===== src/rtl/seg_pkg.sv =====
// Shared types and constants for the 7-segment scan controller.
package seg_pkg;

  localparam int unsigned CODE_W = 5;
  localparam int unsigned SEG_W  = 7;
  localparam int unsigned IDX_W  = 3;

  // Active-high segment patterns, bit order {g,f,e,d,c,b,a}
  localparam logic [SEG_W-1:0] SEG_0     = 7'h3F;
  localparam logic [SEG_W-1:0] SEG_1     = 7'h06;
  localparam logic [SEG_W-1:0] SEG_2     = 7'h5B;
  localparam logic [SEG_W-1:0] SEG_3     = 7'h4F;
  localparam logic [SEG_W-1:0] SEG_4     = 7'h66;
  localparam logic [SEG_W-1:0] SEG_5     = 7'h6D;
  localparam logic [SEG_W-1:0] SEG_6     = 7'h7D;
  localparam logic [SEG_W-1:0] SEG_7     = 7'h07;
  localparam logic [SEG_W-1:0] SEG_8     = 7'h7F;
  localparam logic [SEG_W-1:0] SEG_9     = 7'h6F;
  localparam logic [SEG_W-1:0] SEG_A     = 7'h77;
  localparam logic [SEG_W-1:0] SEG_B     = 7'h7C;
  localparam logic [SEG_W-1:0] SEG_C     = 7'h39;
  localparam logic [SEG_W-1:0] SEG_D     = 7'h5E;
  localparam logic [SEG_W-1:0] SEG_E     = 7'h79;
  localparam logic [SEG_W-1:0] SEG_F     = 7'h71;
  localparam logic [SEG_W-1:0] SEG_BLANK = 7'h00;

  typedef enum logic [1:0] {IDLE, BLANK, LIT} scan_state_e;

  typedef struct packed {
    logic       blank;
    logic [3:0] hex;
  } code_t;

endpackage


===== src/rtl/seven_segment_scanner_if.sv =====
// Display-buffer write port between the system FSM and the scanner.
interface seven_segment_scanner_if;
  import seg_pkg::*;

  logic             wr_valid;
  logic             wr_ready;
  logic [IDX_W-1:0] wr_index;
  code_t            wr_code;

  modport master (output wr_valid, output wr_index, output wr_code, input wr_ready);
  modport slave  (input wr_valid, input wr_index, input wr_code, output wr_ready);
endinterface


===== src/rtl/seven_segment_scanner_decoder.sv =====
// Combinational 5-bit display code to active-high 7-segment pattern.
module hex7seg_decoder
  import seg_pkg::*;
(
  input  code_t             code,
  output logic [SEG_W-1:0]  seg_c
);

  always_comb begin
    seg_c = SEG_BLANK;
    if (!code.blank) begin
      case (code.hex)
        4'h0: seg_c = SEG_0;
        4'h1: seg_c = SEG_1;
        4'h2: seg_c = SEG_2;
        4'h3: seg_c = SEG_3;
        4'h4: seg_c = SEG_4;
        4'h5: seg_c = SEG_5;
        4'h6: seg_c = SEG_6;
        4'h7: seg_c = SEG_7;
        4'h8: seg_c = SEG_8;
        4'h9: seg_c = SEG_9;
        4'hA: seg_c = SEG_A;
        4'hB: seg_c = SEG_B;
        4'hC: seg_c = SEG_C;
        4'hD: seg_c = SEG_D;
        4'hE: seg_c = SEG_E;
        default: seg_c = SEG_F;
      endcase
    end
  end

endmodule


===== src/rtl/seven_segment_scanner.sv =====
// Time-multiplexed scan controller: blank gap, then one lit digit, per buffer entry.
module seven_segment_scanner
  import seg_pkg::*;
#(
  parameter int unsigned NUM_DIGITS     = 4,
  parameter int unsigned DIGIT_CYCLES   = 50000,
  parameter int unsigned BLANK_CYCLES   = 500,
  parameter bit          ACTIVE_LOW_SEG = 1'b1
) (
  input  logic                   clk,
  input  logic                   rst_n,
  input  logic                   enable,
  seven_segment_scanner_if.slave wr,
  output logic [NUM_DIGITS-1:0]  digit_en,
  output logic [SEG_W-1:0]       seg_out,
  output logic                   frame_tick
);

  localparam int unsigned MAX_CYC = (DIGIT_CYCLES > BLANK_CYCLES) ? DIGIT_CYCLES : BLANK_CYCLES;
  localparam int unsigned CNT_W   = (MAX_CYC > 1) ? $clog2(MAX_CYC) : 1;
  localparam int unsigned PTR_W   = $clog2(NUM_DIGITS);
  localparam logic [SEG_W-1:0] SEG_OFF = ACTIVE_LOW_SEG ? 7'h7F : 7'h00;

  scan_state_e      state;
  logic [CNT_W-1:0] cnt;
  logic [PTR_W-1:0] ptr;
  code_t            buffer [NUM_DIGITS];
  logic [SEG_W-1:0] seg_c;

  hex7seg_decoder u_dec (
    .code  (buffer[ptr]),
    .seg_c (seg_c)
  );

  // Ready is simply "out of reset"; out-of-range indices are swallowed.
  always_ff @(posedge clk or negedge rst_n) begin
    if (!rst_n) begin
      wr.wr_ready <= 1'b0;
      for (int i = 0; i < int'(NUM_DIGITS); i++) buffer[i] <= CODE_W'(5'h10);
    end else begin
      wr.wr_ready <= 1'b1;
      if (wr.wr_valid && wr.wr_ready && (32'(wr.wr_index) < NUM_DIGITS))
        buffer[wr.wr_index[PTR_W-1:0]] <= wr.wr_code;
    end
  end

  // Scan FSM; segments are captured on LIT entry so mid-period writes never glitch.
  always_ff @(posedge clk or negedge rst_n) begin
    if (!rst_n) begin
      state      <= IDLE;
      cnt        <= '0;
      ptr        <= '0;
      digit_en   <= '0;
      seg_out    <= SEG_OFF;
      frame_tick <= 1'b0;
    end else begin
      frame_tick <= 1'b0;
      if (!enable) begin
        state    <= IDLE;
        cnt      <= '0;
        ptr      <= '0;
        digit_en <= '0;
        seg_out  <= SEG_OFF;
      end else begin
        case (state)
          IDLE: begin
            state <= BLANK;
            cnt   <= '0;
          end
          BLANK: begin
            if (cnt == CNT_W'(BLANK_CYCLES - 1)) begin
              state    <= LIT;
              cnt      <= '0;
              digit_en <= NUM_DIGITS'(1) << ptr;
              seg_out  <= seg_c ^ SEG_OFF;
            end else begin
              cnt <= cnt + CNT_W'(1);
            end
          end
          LIT: begin
            if (cnt == CNT_W'(DIGIT_CYCLES - 1)) begin
              state      <= BLANK;
              cnt        <= '0;
              digit_en   <= '0;
              seg_out    <= SEG_OFF;
              frame_tick <= (ptr == PTR_W'(NUM_DIGITS - 1));
              ptr        <= (ptr == PTR_W'(NUM_DIGITS - 1)) ? '0 : ptr + PTR_W'(1);
            end else begin
              cnt <= cnt + CNT_W'(1);
            end
          end
          default: state <= IDLE;
        endcase
      end
    end
  end

endmodule


===== src/flat_wrapper.sv =====
// flat-port wrapper written by rule: the top's interface ports become plain ports
module seven_segment_scanner_flat import seg_pkg::*;
#(
  parameter int unsigned NUM_DIGITS     = 4,
  parameter int unsigned DIGIT_CYCLES   = 50000,
  parameter int unsigned BLANK_CYCLES   = 500,
  parameter bit          ACTIVE_LOW_SEG = 1'b1
)
  (clk, rst_n, enable, digit_en, seg_out, frame_tick, wr_wr_valid, wr_wr_index, wr_wr_code, wr_wr_ready);
  seven_segment_scanner_if wr_i ();
  input  logic clk;
  input  logic rst_n;
  input  logic enable;
  output logic [NUM_DIGITS-1:0] digit_en;
  output logic [SEG_W-1:0] seg_out;
  output logic frame_tick;
  input wire logic [$bits(wr_i.wr_valid)-1:0] wr_wr_valid;
  input wire logic [$bits(wr_i.wr_index)-1:0] wr_wr_index;
  input wire logic [$bits(wr_i.wr_code)-1:0] wr_wr_code;
  output wire logic [$bits(wr_i.wr_ready)-1:0] wr_wr_ready;
  assign wr_i.wr_valid = wr_wr_valid;
  assign wr_i.wr_index = wr_wr_index;
  assign wr_i.wr_code = wr_wr_code;
  assign wr_wr_ready = wr_i.wr_ready;
  seven_segment_scanner #(.NUM_DIGITS(NUM_DIGITS), .DIGIT_CYCLES(DIGIT_CYCLES), .BLANK_CYCLES(BLANK_CYCLES), .ACTIVE_LOW_SEG(ACTIVE_LOW_SEG)) u_core (.clk(clk), .rst_n(rst_n), .enable(enable), .wr(wr_i), .digit_en(digit_en), .seg_out(seg_out), .frame_tick(frame_tick));
endmodule

===== config.mk =====
export PLATFORM = sky130hd
export DESIGN_NAME = seven_segment_scanner_flat
export DESIGN_NICKNAME = d
export VERILOG_FILES = /design/src/rtl/seg_pkg.sv /design/src/rtl/seven_segment_scanner_if.sv /design/src/rtl/seven_segment_scanner_decoder.sv /design/src/rtl/seven_segment_scanner.sv /design/src/flat_wrapper.sv
export SDC_FILE = /design/constraint.sdc
export NUM_CORES = 1
export LEC_CHECK = 0
export ABC_CLOCK_PERIOD_IN_PS = 2200
export CAP_MARGIN = 15
export CORE_MARGIN = 3
export CORE_UTILIZATION = 50
export CTS_BUF_LIST = sky130_fd_sc_hd__clkbuf_2
export DETAILED_ROUTE_END_ITERATION = 10
export PLACE_DENSITY = 0.71
export REMOVE_ABC_BUFFERS = 1
export SETUP_SLACK_MARGIN = 0.15
export SYNTH_ARGS = -nofsm -noshare
export SYNTH_HDL_FRONTEND = slang
export SYNTH_SLANG_ARGS = --single-unit
export TNS_END_PERCENT = 100

===== constraint.sdc =====
create_clock -name clk -period 2.2 [get_ports clk]
set_clock_uncertainty 0.05 [all_clocks]
set_input_delay 0.44 -clock clk [delete_from_list [all_inputs] [get_ports clk]]
set_output_delay 0.44 -clock clk [all_outputs]
set_load 0.02 [all_outputs]

After elaboration in Yosys (flattened, before gate mapping)
Memory sizes are Yosys's and may differ from the RTL's.
Cells that the tools add are included.
- register bits: 53
- latch bits: 0
- memory bits (writable): 0
- memory bits (read-only): 112
- output and inout port bits: 13
- memories: 1
- memories (memory ; depth ; width ; read ports ; clocked after Yosys merged registers in ; write ports ; RTL line ; source):
    (no name shown) ; 16 ; 7 ; 1 ; 0 ; 0 ; seven_segment_scanner_decoder.sv:12 ; case (code.hex)
- $add $sub $neg: 2
- multiply operators: 0
- div/mod/pow operators: 0
- order comparisons: 4
- equality and inequality tests: 11
- shifts and indexed selects: 1
- mux-type cells: 30
- bitwise gates (word level): 3
- reductions and logical operators: 7
- operators by type and width (cell ; number):
    2-to-1 mux 16 bit ; 3
    case mux 16 bit (3 select lines) ; 1
    2-to-1 mux 7 bit ; 4
    bitwise mux 20 bit ; 1
    adder 16 x 1 -> 16 bit (second input constant) ; 1
    == test 16 bit (second input constant) ; 1
    == test 16 x 9 -> 1 bit (second input constant) ; 1
    2-to-1 mux 5 bit ; 3
    2-to-1 mux 2 bit ; 7
    case mux 7 bit (2 select lines) ; 1
    2-to-1 mux 4 bit ; 3
    binary-select mux 5 bit (select 2 bit) ; 1
    demux 5 bit (select 2 bit) ; 1
    case mux 4 bit (2 select lines) ; 1
    inverter 7 bit ; 1
    >= comparator 3 bit (second input constant) ; 2
    inequality test 3 x 2 -> 1 bit (second input constant) ; 2
    inverter 2 -> 3 bit ; 2
    case mux 2 bit (3 select lines) ; 1
    == test 2 bit (second input constant) ; 2
    inequality test 2 x 1 -> 1 bit (second input constant) ; 2
    inequality test 4 x 1 -> 1 bit (second input constant) ; 1
    AND reduction 2 bit ; 2
    << shifter 1 x 2 -> 4 bit (first input constant) ; 1
    9 further kinds ; 13

Logic depth before layout (Yosys ltp)
An unclocked memory read counts as a cell.
- depth in word-level cells: 10
- depth in mapped cells: 8

Modules after synthesis
From an unflattened synthesis, not the netlist that was laid out.
- cells, all modules: 258
- area, all modules: 2935.3 sq um
- by module, submodules not included (module ; times used ; cells an instance ; area an instance (sq um) ; seq. area each (sq um)):
    seven_segment_scanner ; 1 ; 223 ; 2646.3 ; 1340.0
    hex7seg_decoder ; 1 ; 35 ; 289.0 ; 0.0

Worst setup path after synthesis
No wires, ideal clock.
- kind: flip-flop to flip-flop
- start point: register u_core.ptr[0]
- end point: register u_core.seg_out[1]
- setup time: 82 ps
- arrival: 1962 ps
- slack: 106 ps
- stages on the path, launching flop included: 8
- cell sequence: dfrtp_1 -> buf_6 -> mux4_2 -> inv_1 -> ha_1 -> mux2i_1 -> o211ai_1 -> mux2_2
- longest elaborated chain between the ends: 10
- RTL lines (what ; RTL line ; source):
    start: declaration ; seven_segment_scanner.sv:26 ; logic [PTR_W-1:0] ptr;
    start signal: assignment ; seven_segment_scanner.sv:87 ; ptr <= (ptr == PTR_W'(NUM_DIGITS - 1)) ? '0 : ptr + PTR_W'(1);
    inverter 2 -> 3 bit (not written as such) * ; seven_segment_scanner.sv:31 ; .code (buffer[ptr]),
    binary-select mux 5 bit (select 2 bit) * ; seven_segment_scanner.sv:31 ;
    2-to-1 mux 5 bit (not written as such) * (2 in a row) ; seven_segment_scanner.sv:31 ;
    memory (16 x 7 bit) ; n/a ;
    2-to-1 mux 7 bit * ; seven_segment_scanner_decoder.sv:11 ; if (!code.blank) begin
    inverter 7 bit (no source line) * ; n/a ;
    2-to-1 mux 7 bit * ; seven_segment_scanner.sv:71 ; if (cnt == CNT_W'(BLANK_CYCLES - 1)) begin
    case mux 7 bit (2 select lines) * ; seven_segment_scanner.sv:65 ; case (state)
    2-to-1 mux 7 bit * ; seven_segment_scanner.sv:58 ; if (!enable) begin
    end signal: assignment ; seven_segment_scanner.sv:75 ; seg_out <= seg_c ^ SEG_OFF;
    end: declaration ; seven_segment_scanner.sv:15 ; output logic [SEG_W-1:0] seg_out,
Every way passes the cells marked *; elsewhere a longest branch is shown, timed or not. The select of a mux whose other input is x is not followed.
A chain may end at the register's enable or synchronous reset.

Worst setup path after layout
Ends and elaborated chain as after synthesis.

==> parameters.txt <==
Parameter                              Value

Logic synthesis
  Syn avg cell area    between 10 and 15 um2
  Ys async rst share    100%
  Leading register cell type out of synthesis    sky130_fd_sc_hd__dfrtp_1
  Number of instances in the synthesized netlist    between 200 and 300
  Netlist area before placement    3160 um2
  Synth Warn #    0
  Count of flip-flops with a built-in enable after synthesis    0
  Number of storage elements in the synthesis netlist    53
  Number of distinct standard cells referenced by the synthesized netlist    52
  Sequential area share after synthesis    42.5%

GRT
  Combined global-route utilization of all metal layers    between 10% and 20%
  Wire length of the first global-routing pass    roughly 11000 um
  Number of global-route vias before repair    ~2300
  Total global routing overflow    0
  Initial antenna violation count    0
  Pin count of the biggest net entering global routing    30

Power
  VDD IR max    540 uV
  Leak Pwr    about 1.7 nW
  Power per cell area    798 nW/um2

Floorplan
  DIE WIDTH    ~85 um
  I/O pin count    25
  Initial core utilization    52.4%
  Overall die area    approximately 7300 um2
  Row cnt    28
  Vertical extent of the die    between 80 and 90 um
  Floorplan core area    6030 um2

Placement
  Placed wire-length estimate    approximately 4500 um
  Number of input and output port buffers inserted    24
  Placed insts    about 390
  Post-placement cell area    3600 um2
  Placer's final routability congestion estimate    about 0.84

Route
  Initial drt markers    ~130
  Wire length after detailed routing    around 6400 um
  Residual antenna-violating net count after detailed routing    0
  Number of DRC violations after detailed routing    0
  Drt pass-1 iters    4
  Drt wl/cell    15.6 um
  Via-per-instance ratio    5.49
  Vias    2274

Clocking
  Clock transition at the register clock pins on the worst setup and hold paths after CTS    0.30 ns
  Sink count of the clock tree    53
  H-tree depth    2
  TritonCTS clock tree    done
  Number of buffers created by CTS    5
  Insertion delay of the later-clocked pin in the worst-skew pair    between 0.4 and 0.5 ns
  Cell at the root of the clock tree    sky130_fd_sc_hd__clkbuf_2
  Buffer depth of the longest clock path    2

Job
  Number of violations of the max-capacitance limit    0

Critical path
  CP cell instances    mux4_2 > inv_2 > ha_4 > mux2i_1 > o211ai_1 > mux2_2
  Critical path startpoint    u_core.ptr[0]$_DFFE_PN0P_
  Data required time of the critical path    roughly 2.6 ns
  Arr. time, crit path    approximately 2.4 ns
  Slowest stage delay, CP    just over 0.6 ns
  Worst Path Max Fanout    4
  Cell type of the slowest stage on the worst timing path    sky130_fd_sc_hd__mux4_2
  Worst Path Class, Setup    reg2reg
  Reg2reg start    u_core.ptr[0]$_DFFE_PN0P_
  Bufs and invs on worst path    1
  Category of cells accounting for the largest share of critical-path delay    multiplexers
  Startpoint types    flip-flop
  Crit. End Element    flip-flop

STA
  Summed negative setup slack over all endpoints    0 ns
  Min Tclk post-route    a little over 2 ns
  F_max    0.484 GHz
  Final period util    93.9%
  Pins over their slew limit    0
  Transition time at the pin with the least slew margin    0.579 ns
  Headroom to the max-slew limit    between 60% and 70%
  Final Hold Fails    0
  RSZ-0062 raised after global routing    yes
  Setup violations, final    0

Layout
  Antenna fix cells    0
  FILL cells    approximately 470
  Non-filler instance count after layout    between 400 and 500
  Share of post-route cells with drive strength above 1    approximately 40%
  Nets    roughly 370
  Most frequent cells in the layout    35 x sky130_fd_sc_hd__dfrtp_1, 29 x sky130_fd_sc_hd__buf_4, 27 x sky130_fd_sc_hd__nand2_1, 23 x sky130_fd_sc_hd__mux2_2, 15 x sky130_fd_sc_hd__mux2i_1
  Post-route cell area    ~3900 um2
  Area Growth Syn to Fin    24.9%
  Leading cell type in the layout, fill and taps excluded    sky130_fd_sc_hd__dfrtp_1

Worst hold path
  Class of the tightest hold or removal check    in2async

Outcome
  Result of the run    finished clean
area by class of cell:
| cell class | count | area, um2 | share of cell area (%) |
|---|---|---|---|
| Sequential cell | 53 | 1350 | 34.2 |
| Tap cell | 75 | 93.8 | 2.38 |
| Clock buffer | 5 | 25.0 | 0.635 |
| Inverter | 17 | 66.3 | 1.68 |
| Clock inverter | 3 | 26.3 | 0.667 |
| Timing Repair Buffer | 62 | 574 | 14.6 |
| Multi-Input combinational cell | 199 | 1810 | 45.8 |
worst register-to-register path: stages (launching register included):
cell,delay (ns)
sky130_fd_sc_hd__dfrtp_2,0.50
sky130_fd_sc_hd__mux4_2,0.61
sky130_fd_sc_hd__inv_2,0.13
sky130_fd_sc_hd__ha_4,0.21
sky130_fd_sc_hd__mux2i_1,0.15
sky130_fd_sc_hd__o211ai_1,0.09
sky130_fd_sc_hd__mux2_2,0.29
state kept, by name (all words and copies together) (netlist names):
register / flops
u_core.buffer: 20
u_core.ptr: 2
u_core.seg_out: 7
u_core.digit_en: 4
u_core.frame_tick: 1
u_core.wr.wr_ready: 1
u_core.cnt: 16
u_core.state: 2
through the flow:
step | util (%) | total power, mW | setup WS [ns] | hold WS (ns)
CTS | 62.5 | 3.02 | 0.144 | 0.395
detailed placement | 59.8 | 2.56 | 0.00959 | 0.416
floorplan | - | 2.10 | 0.0275 | 0.0944
finish | 65.4 | 3.14 | 0.134 | 0.407
global placement | 59.8 | 2.52 | 0.0773 | 0.416
global route | 65.4 | 3.34 | 0.0466 | 0.408
layer usage:
metal | vias to the layer above | track usage (%) | wire, um
li1 | 1109 | - | -
met1 | 1129 | 25.9 | 3210
met2 | 31 | 28.5 | 3000
met3 | 5 | 3.20 | 170
met4 | 0 | 4.75 | 68
met5 | - | 0 | 0
final timing paths:
kind / end / slack, ns / depth (start not counted)
max in group asynchronous: u_core.buffer[4]$_DFFE_PN1P_ / 1.03 / 3
worst min register to register: u_core.buffer[2]$_DFFE_PN0P_ / 0.50 / 1
worst min-delay path: u_core.frame_tick$_DFF_PN0_ / 0.41 / 2
worst max-delay path: u_core.seg_out[1]$_DFFE_PN1P_ / 0.13 / 6
worst max register to register: u_core.seg_out[1]$_DFFE_PN1P_ / 0.13 / 6
min in group clk: u_core.buffer[2]$_DFFE_PN0P_ / 0.50 / 1
repair_timing:
item                                    in CTS  in global routing
pin swaps                                    4                 12
endpoints found under the setup margin      32                 31
gates resized for setup                     14                 39
hold buffers                                 1                  0
buffers inserted                            10                  4
hold endpoints to repair                    18                  0
cells in the mapped netlist (2+ instances only):
library cell	number	area (um2)
sky130_fd_sc_hd__a21oi_1	14	70.1
sky130_fd_sc_hd__and2_2	2	15.0
sky130_fd_sc_hd__and3_1	2	12.5
sky130_fd_sc_hd__and4_1	2	17.5
sky130_fd_sc_hd__buf_4	2	15.0
sky130_fd_sc_hd__buf_6	2	22.5
sky130_fd_sc_hd__dfrtp_1	42	1050
sky130_fd_sc_hd__dfstp_2	11	289
sky130_fd_sc_hd__ha_1	15	188
sky130_fd_sc_hd__inv_1	17	63.8
sky130_fd_sc_hd__mux2_2	23	259
sky130_fd_sc_hd__mux2_4	5	75.1
sky130_fd_sc_hd__mux2i_1	15	150
sky130_fd_sc_hd__mux4_2	4	90.1
sky130_fd_sc_hd__nand2_1	28	105
sky130_fd_sc_hd__nand3_1	9	45.0
sky130_fd_sc_hd__nand4_1	2	12.5
sky130_fd_sc_hd__nor2_1	9	33.8
sky130_fd_sc_hd__nor3_1	6	30.0
sky130_fd_sc_hd__nor4_2	2	25.0
sky130_fd_sc_hd__nor4b_4	3	71.3
sky130_fd_sc_hd__o211ai_1	6	45.0
sky130_fd_sc_hd__o21ai_0	9	45.0
sky130_fd_sc_hd__o221ai_1	4	35.0
sky130_fd_sc_hd__o311ai_0	2	17.5
sky130_fd_sc_hd__or3_1	2	12.5
sky130_fd_sc_hd__xnor2_1	5	43.8
sky130_fd_sc_hd__xor2_1	9	78.8
kinds of logic after synthesis:
kind of cell	share of synthesized area, %
fa+ha+maj	5.95
compound gates	9.95
buf+inv	4.12
mux	18.2
flops	42.5
simple gates	15.3
other cells	0.119
xor+xnor	3.89
where the power goes:
group          internal, mW  switching [mW]  total [mW]
Combinational         0.706           0.696        1.40
Clock                0.0886           0.334       0.423
Sequential             1.20           0.120        1.32
Note: power is estimated with default switching activity, not from simulation.
